===== src/rtl/alu_scheduler_if.sv =====
// Bundle between two requesters, the scheduler, the shared ALU and the response sink.
// Combinational only (no state); latency and timing are set by the scheduler.
// Backpressure: req ready/valid toward requesters, resp valid/ready toward the sink.
// Ports: req0_*/req1_* operation requests, alu_* drive to the shared ALU and
//   alu_result back, resp_* single response channel, busy status.
// slave = scheduler side, master = environment side (requesters, ALU, sink).
interface alu_scheduler_if;
  logic        req0_valid;
  logic        req0_ready;
  logic [31:0] req0_a;
  logic [31:0] req0_b;
  logic [3:0]  req0_op;
  logic [5:0]  req0_n;

  logic        req1_valid;
  logic        req1_ready;
  logic [31:0] req1_a;
  logic [31:0] req1_b;
  logic [3:0]  req1_op;
  logic [5:0]  req1_n;

  logic [31:0] alu_a;
  logic [31:0] alu_b;
  logic [3:0]  alu_op;
  logic [5:0]  alu_n;
  logic [31:0] alu_result;

  logic        resp_valid;
  logic        resp_ready;
  logic        resp_id;
  logic [31:0] resp_data;
  logic        resp_err;

  logic        busy;

  modport slave (
    input  req0_valid, req0_a, req0_b, req0_op, req0_n,
    input  req1_valid, req1_a, req1_b, req1_op, req1_n,
    output req0_ready, req1_ready,
    output alu_a, alu_b, alu_op, alu_n,
    input  alu_result,
    output resp_valid, resp_id, resp_data, resp_err,
    input  resp_ready,
    output busy
  );

  modport master (
    output req0_valid, req0_a, req0_b, req0_op, req0_n,
    output req1_valid, req1_a, req1_b, req1_op, req1_n,
    input  req0_ready, req1_ready,
    input  alu_a, alu_b, alu_op, alu_n,
    output alu_result,
    input  resp_valid, resp_id, resp_data, resp_err,
    output resp_ready,
    input  busy
  );
endinterface


===== src/rtl/alu_scheduler.sv =====
// Arbitrates two requesters onto one shared multi-cycle ALU, one op in flight.
// Latency: ready cycle T -> resp_valid from T+W+1 (W = FP_WAIT or LOGIC_WAIT), T+1 for illegal ops.
// Backpressure: response held until resp_ready; no request is accepted outside IDLE.
// Ports: clk, rst_n (async, active-low); bus (slave modport) carries both request
//   channels, the registered ALU drive plus alu_result, the response channel and busy.
// FP_WAIT and LOGIC_WAIT must both be at least 1.
module alu_scheduler #(
  parameter int FP_WAIT    = 3,
  parameter int LOGIC_WAIT = 1
) (
  input  logic           clk,
  input  logic           rst_n,
  alu_scheduler_if.slave bus
);

  typedef enum logic [1:0] {
    IDLE = 2'd0,
    EXEC = 2'd1,
    RESP = 2'd2
  } state_t;

  state_t      state_q;
  state_t      state_d;
  logic        last_grant_q;
  logic [15:0] cnt_q;
  logic        resp_id_q;
  logic [31:0] resp_data_q;
  logic        resp_err_q;
  logic [31:0] alu_a_q;
  logic [31:0] alu_b_q;
  logic [3:0]  alu_op_q;
  logic [5:0]  alu_n_q;

  logic        any_vld;
  logic        gnt_id;
  logic        accept;
  logic        gnt_legal;
  logic        gnt_fp;
  logic [31:0] sel_a;
  logic [31:0] sel_b;
  logic [3:0]  sel_op;
  logic [5:0]  sel_n;

  // Grant: a lone requester wins; under contention the one not granted last wins.
  // rst_n gates accept so no ready is shown while reset is held.
  always_comb begin
    any_vld = bus.req0_valid | bus.req1_valid;
    if (bus.req0_valid && bus.req1_valid) begin
      gnt_id = ~last_grant_q;
    end else begin
      gnt_id = bus.req1_valid;
    end
    accept = (state_q == IDLE) && rst_n && any_vld;

    sel_a  = bus.req0_a;
    sel_b  = bus.req0_b;
    sel_op = bus.req0_op;
    sel_n  = bus.req0_n;
    if (gnt_id) begin
      sel_a  = bus.req1_a;
      sel_b  = bus.req1_b;
      sel_op = bus.req1_op;
      sel_n  = bus.req1_n;
    end
    gnt_legal = (sel_op <= 4'd10);
    gnt_fp    = (sel_op <= 4'd3);
  end

  always_comb begin
    state_d = state_q;
    case (state_q)
      IDLE: begin
        if (accept) begin
          state_d = gnt_legal ? EXEC : RESP;
        end
      end
      EXEC: begin
        if (cnt_q == 16'd1) begin
          state_d = RESP;
        end
      end
      RESP: begin
        if (bus.resp_ready) begin
          state_d = IDLE;
        end
      end
      default: state_d = IDLE;
    endcase
  end

  always_ff @(posedge clk or negedge rst_n) begin
    if (!rst_n) begin
      state_q <= IDLE;
    end else begin
      state_q <= state_d;
    end
  end

  // Datapath: ALU operands change only on acceptance so the ALU sees a stable
  // input for the whole wait; the result is sampled on the last EXEC cycle.
  always_ff @(posedge clk or negedge rst_n) begin
    if (!rst_n) begin
      last_grant_q <= 1'b1;
      cnt_q        <= 16'd0;
      resp_id_q    <= 1'b0;
      resp_data_q  <= 32'd0;
      resp_err_q   <= 1'b0;
      alu_a_q      <= 32'd0;
      alu_b_q      <= 32'd0;
      alu_op_q     <= 4'd0;
      alu_n_q      <= 6'd0;
    end else if (accept) begin
      last_grant_q <= gnt_id;
      resp_id_q    <= gnt_id;
      alu_a_q      <= sel_a;
      alu_b_q      <= sel_b;
      alu_op_q     <= sel_op;
      alu_n_q      <= sel_n;
      if (gnt_legal) begin
        cnt_q <= gnt_fp ? 16'(FP_WAIT) : 16'(LOGIC_WAIT);
      end else begin
        cnt_q       <= 16'd0;
        resp_data_q <= 32'd0;
        resp_err_q  <= 1'b1;
      end
    end else if (state_q == EXEC) begin
      cnt_q <= cnt_q - 16'd1;
      if (cnt_q == 16'd1) begin
        resp_data_q <= bus.alu_result;
        resp_err_q  <= 1'b0;
      end
    end
  end

  assign bus.req0_ready = accept & ~gnt_id;
  assign bus.req1_ready = accept & gnt_id;
  assign bus.alu_a      = alu_a_q;
  assign bus.alu_b      = alu_b_q;
  assign bus.alu_op     = alu_op_q;
  assign bus.alu_n      = alu_n_q;
  assign bus.resp_valid = (state_q == RESP);
  assign bus.resp_id    = resp_id_q;
  assign bus.resp_data  = resp_data_q;
  assign bus.resp_err   = resp_err_q;
  assign bus.busy       = (state_q != IDLE);

endmodule


===== src/flat_wrapper.sv =====
// flat-port wrapper written by rule: the top's interface ports become plain ports
module alu_scheduler_flat 
#(
  parameter int FP_WAIT    = 3,
  parameter int LOGIC_WAIT = 1
)
  (clk, rst_n, bus_req0_valid, bus_req0_a, bus_req0_b, bus_req0_op, bus_req0_n, bus_req1_valid, bus_req1_a, bus_req1_b, bus_req1_op, bus_req1_n, bus_req0_ready, bus_req1_ready, bus_alu_a, bus_alu_b, bus_alu_op, bus_alu_n, bus_alu_result, bus_resp_valid, bus_resp_id, bus_resp_data, bus_resp_err, bus_resp_ready, bus_busy);
  alu_scheduler_if bus_i ();
  input  logic clk;
  input  logic rst_n;
  input wire logic [$bits(bus_i.req0_valid)-1:0] bus_req0_valid;
  input wire logic [$bits(bus_i.req0_a)-1:0] bus_req0_a;
  input wire logic [$bits(bus_i.req0_b)-1:0] bus_req0_b;
  input wire logic [$bits(bus_i.req0_op)-1:0] bus_req0_op;
  input wire logic [$bits(bus_i.req0_n)-1:0] bus_req0_n;
  input wire logic [$bits(bus_i.req1_valid)-1:0] bus_req1_valid;
  input wire logic [$bits(bus_i.req1_a)-1:0] bus_req1_a;
  input wire logic [$bits(bus_i.req1_b)-1:0] bus_req1_b;
  input wire logic [$bits(bus_i.req1_op)-1:0] bus_req1_op;
  input wire logic [$bits(bus_i.req1_n)-1:0] bus_req1_n;
  output wire logic [$bits(bus_i.req0_ready)-1:0] bus_req0_ready;
  output wire logic [$bits(bus_i.req1_ready)-1:0] bus_req1_ready;
  output wire logic [$bits(bus_i.alu_a)-1:0] bus_alu_a;
  output wire logic [$bits(bus_i.alu_b)-1:0] bus_alu_b;
  output wire logic [$bits(bus_i.alu_op)-1:0] bus_alu_op;
  output wire logic [$bits(bus_i.alu_n)-1:0] bus_alu_n;
  input wire logic [$bits(bus_i.alu_result)-1:0] bus_alu_result;
  output wire logic [$bits(bus_i.resp_valid)-1:0] bus_resp_valid;
  output wire logic [$bits(bus_i.resp_id)-1:0] bus_resp_id;
  output wire logic [$bits(bus_i.resp_data)-1:0] bus_resp_data;
  output wire logic [$bits(bus_i.resp_err)-1:0] bus_resp_err;
  input wire logic [$bits(bus_i.resp_ready)-1:0] bus_resp_ready;
  output wire logic [$bits(bus_i.busy)-1:0] bus_busy;
  assign bus_i.req0_valid = bus_req0_valid;
  assign bus_i.req0_a = bus_req0_a;
  assign bus_i.req0_b = bus_req0_b;
  assign bus_i.req0_op = bus_req0_op;
  assign bus_i.req0_n = bus_req0_n;
  assign bus_i.req1_valid = bus_req1_valid;
  assign bus_i.req1_a = bus_req1_a;
  assign bus_i.req1_b = bus_req1_b;
  assign bus_i.req1_op = bus_req1_op;
  assign bus_i.req1_n = bus_req1_n;
  assign bus_req0_ready = bus_i.req0_ready;
  assign bus_req1_ready = bus_i.req1_ready;
  assign bus_alu_a = bus_i.alu_a;
  assign bus_alu_b = bus_i.alu_b;
  assign bus_alu_op = bus_i.alu_op;
  assign bus_alu_n = bus_i.alu_n;
  assign bus_i.alu_result = bus_alu_result;
  assign bus_resp_valid = bus_i.resp_valid;
  assign bus_resp_id = bus_i.resp_id;
  assign bus_resp_data = bus_i.resp_data;
  assign bus_resp_err = bus_i.resp_err;
  assign bus_i.resp_ready = bus_resp_ready;
  assign bus_busy = bus_i.busy;
  alu_scheduler #(.FP_WAIT(FP_WAIT), .LOGIC_WAIT(LOGIC_WAIT)) u_core (.clk(clk), .rst_n(rst_n), .bus(bus_i));
endmodule

===== config.mk =====
export PLATFORM = sky130hd
export DESIGN_NAME = alu_scheduler_flat
export DESIGN_NICKNAME = d
export VERILOG_FILES = /design/src/rtl/alu_scheduler_if.sv /design/src/rtl/alu_scheduler.sv /design/src/flat_wrapper.sv
export SDC_FILE = /design/constraint.sdc
export NUM_CORES = 1
export LEC_CHECK = 0
export ABC_CLOCK_PERIOD_IN_PS = 2800
export CAP_MARGIN = 20
export CELL_PAD_IN_SITES_DETAIL_PLACEMENT = 0
export CELL_PAD_IN_SITES_GLOBAL_PLACEMENT = 1
export CORE_ASPECT_RATIO = 0.8
export CORE_MARGIN = 1
export CORE_UTILIZATION = 29
export CTS_CLUSTER_DIAMETER = 30
export DETAILED_ROUTE_END_ITERATION = 6
export HOLD_SLACK_MARGIN = 0.02
export PLACE_DENSITY_LB_ADDON = 0.25
export REMOVE_ABC_BUFFERS = 1
export SLEW_MARGIN = 0
export SYNTH_ARGS = -nofsm -noshare
export SYNTH_HDL_FRONTEND = slang
export SYNTH_SLANG_ARGS = --single-unit

===== constraint.sdc =====
create_clock -name clk -period 2.8 [get_ports clk]
set_input_delay 0.56 -clock clk [delete_from_list [all_inputs] [get_ports clk]]
set_output_delay 0.56 -clock clk [all_outputs]
set_load 0.01 [all_outputs]

==> flow_metrics.py, run 1 <==
metrics = {
    "global_routing": {
        "grt_pass1_wl_um": 32550,
        "first_global_vias": 6054,
        "grt_use_total": 0.1992,
        "grt_overflow": 0,
        "antenna_found_initial": 0,
        "grt_max_degree": 76,
    },
    "min_path": {
        "hold_path_class": "in2async",
    },
    "timing": {
        "tns_ns": 0,
        "relSlewSlack": 0.3485,
        "rsz0062_at_grt": "false",
        "slew_violations": 0,
        "max_slew.worst_pin.slew_ns": 0.9773,
        "whs_ns": 0.3006,
        "setup_viol": 0,
        "fin_crit_ns": 2.628,
        "period_share": 0.9385,
        "setup_ws_ns": 0.1721,
        "fin_skew_ns": 0.008858,
        "hold_violations": 0,
        "fmax_mhz": 380.5,
    },
    "floorplanning": {
        "start_util": 0.2981,
        "rows": 46,
        "io_pins": 297,
        "die-area_sq_um": 21050,
        "die_x_um": 162.0,
        "dieHeight_um": 130.0,
        "coreArea_sq_um": 19910,
    },
    "placement": {
        "hpwl_um": 14430,
        "post-place-ws_ns": -0.01538,
        "io_buffer_count": 296,
        "gp_congestion": 0.7742,
    },
    "status": {
        "outcome": "complete, no violations",
    },
    "finish": {
        "fin_nets": 1151,
        "area_delta_synth_final_pct": 65.63,
        "layout-drive-gt1-share": 0.07172,
        "fillers": 1959,
        "num_antenna_cells": 0,
    },
    "critical_path": {
        "reg2reg_setup_slack_ns": 0.74,
        "critPathLaunchType": "primary input",
        "worstPathMaxFanout": 4,
        "cp-end-kind": "output pin",
        "cp.required_ns": 2.24,
        "reg2reg_depth": 4,
        "critPathArrivalTime_ns": 2.07,
        "rr_startpoint": "u_core.cnt_q[4]",
        "path_class": "in2out",
        "r2r_end": "u_core.cnt_q[9]",
    },
    "power_and_ir_drop": {
        "ir_worst_vdd_uv": 584.3,
        "p_leak_nw": 4.000,
        "powerDensity_nw_per_um2": 1042,
    },
    "clock_network": {
        "path_clk_slew_ns": 0.06,
        "htreeDepth": 4,
        "clk_latency_ns": 0.41,
        "cts_tree": "built",
        "ctsRootBufferMaster": "clkbuf_16",
        "clock_sinks": 127,
        "ctsLongestPathBuffers": 2,
        "cts_made_buffers": 17,
    },
    "synth": {
        "seq_area_frac_synth": 0.5355,
        "synth-edff-count": 0,
        "syn_inst": 680,
        "synth-main-ff-cell": "dfrtp_1",
        "syn_avg_cell_area_sq_um": 8.731,
        "synth.distinct_cells": 42,
        "syn_area_sq_um": 5937,
        "synth.ff_latch_count": 127,
        "yosysWarningCount": 0,
        "async_flop_share": 1.000,
    },
    "drt": {
        "drc": 0,
        "drt_wl_total_um": 20980,
        "ant_nets": 0,
        "via_count": 5943,
        "wl_per_cell_um": 16.92,
        "drt_iter0_drc": 370,
        "routed_via_density": 4.793,
        "drt-pass1-iter-count": 4,
    },
    "run": {
        "max_cap_violations": 0,
    },
}
==> state kept, by name (all words and copies together), names as in the netlist <==
signal / cells
u_core.bus.alu_a: 32
u_core.bus.alu_b: 32
u_core.bus.resp_data: 32
u_core.cnt_q: 16
u_core.bus.alu_n: 6
u_core.bus.alu_op: 4
u_core.state_q: 2
u_core.bus.resp_err: 1
u_core.bus.resp_id: 1
u_core.last_grant_q: 1
==> metal layers <==
layer  vias to the layer above  global-route usage  wire length [um]
met4                         0             0.05827               372
met3                        23             0.08169              1790
li1                       2949                   -                 -
met1                      2776              0.2398              9019
met2                       195              0.3274              9792
met5                         -                   0                 0
==> area by class of cell <==
type | count | area [sq um] | share of cell area
clock buffers | 19 | 432.9 | 0.04403
inverters | 11 | 41.29 | 0.004199
clock inverters | 12 | 121.4 | 0.01234
multi-input cells | 486 | 2535 | 0.2578
repair buffers | 321 | 3192 | 0.3246
well taps | 264 | 330.3 | 0.03359
flip-flops and latches | 127 | 3181 | 0.3235
==> critical path, cell delays in order <==
cell	delay, ns
clkdlybuf4s50_1	0.54
a21bo_2	0.26
nor2_1	0.12
clkdlybuf4s50_1	0.59
==> where the power goes <==
group	leakage, nW	internal [mW]	switching (mW)
Sequential	1.51	2.71	0.584
Combinational	2.22	2.42	2.42
Clock	0.268	1.29	0.825
Total	4.00	6.42	3.83
==> how the worst max path moves through the flow <==
stage / start / end / slack [ns] / cells past startpoint
2_1_floorplan: bus_req1_valid / u_core.bus.resp_err / -2.16 / 4
3_3_place_gp: bus_req0_valid / bus_req0_ready / -0.02 / 5
3_5_place_dp: bus_req0_valid / bus_req0_ready / -0.02 / 5
4_1_cts: u_core.state_q[0] / bus_req0_ready / 0.003 / 6
5_1_grt: bus_req1_valid / bus_req1_ready / 0.1 / 4
6_report: bus_req1_valid / bus_req1_ready / 0.17 / 4
==> cells in the mapped netlist (all sizes together), types with 3 or more instances <==
| cell | count | share of area |
|---|---|---|
| o31ai | 27 | 0.034 |
| o21ai | 5 | 0.0042 |
| nand3 | 6 | 0.0051 |
| nor3 | 6 | 0.0059 |
| a31oi | 74 | 0.078 |
| nor4 | 5 | 0.0074 |
| o221ai | 7 | 0.010 |
| clkbuf | 48 | 0.030 |
| inv | 11 | 0.0070 |
| a21o | 4 | 0.0051 |
| nand4 | 35 | 0.037 |
| nor2 | 92 | 0.058 |
| nand2 | 158 | 0.10 |
| xnor2 | 7 | 0.010 |
| xor2 | 5 | 0.0074 |
| buf | 8 | 0.0057 |
| a21oi | 31 | 0.026 |
| dfrtp | 126 | 0.53 |
| or4 | 3 | 0.0044 |
==> metrics by stage <==
stage	utilization	power (mW)	instance area, sq um	cells
after floorplan	-	5.436	5723	624
after global placement	0.4654	8.145	9268	1209
after detailed placement	0.4654	8.168	9268	1209
after CTS	0.4937	10.35	9831	1240
after global routing	0.4938	10.93	9833	1240
final	0.4938	10.25	9833	1240
==> what timing repair did <==
action	in CTS	in global routing
pin swaps	0	0
setup buffers	0	0
endpoints found under the hold margin	0	0
hold buffers	0	0
gates resized for setup	3	1
endpoints found under the setup margin	1	1
==> cells by family after synthesis <==
kind of cell    share of synthesized area
compound gates                     0.1648
xor+xnor                          0.01770
fa+ha+maj                        0.004214
buf+inv                           0.04299
flops                              0.5355
simple gates                       0.2348
==> placed cells by master (no fill, tap or decap), types with 3 or more instances in the layout <==
master / instances
clkinvlp_4: 3
inv_1: 11
xnor2_1: 7
a21o_1: 4
clkbuf_16: 17
buf_4: 22
nand3_1: 6
o31ai_1: 27
a21oi_1: 30
nand4_1: 35
nor2_1: 91
buf_12: 3
nor3_1: 5
o221ai_1: 7
nor4_1: 3
o21ai_0: 4
clkinv_2: 6
nand2_1: 158
clkdlybuf4s50_1: 294
dfrtp_1: 125
a31oi_1: 74
xor2_1: 5
Note: power is estimated with default switching activity, not from simulation.
==> run 2: changes to the inputs <==
--- a/config.mk
+++ b/config.mk
@@ -17,6 +17,7 @@
 export HOLD_SLACK_MARGIN = 0.02
 export PLACE_DENSITY_LB_ADDON = 0.25
 export REMOVE_ABC_BUFFERS = 1
+export SKIP_LAST_GASP = 1
 export SLEW_MARGIN = 0
 export SYNTH_ARGS = -nofsm -noshare
 export SYNTH_HDL_FRONTEND = slang
==> results of run 2 <==
No change in the layout: final DEF, timing and power equal those of run 1.
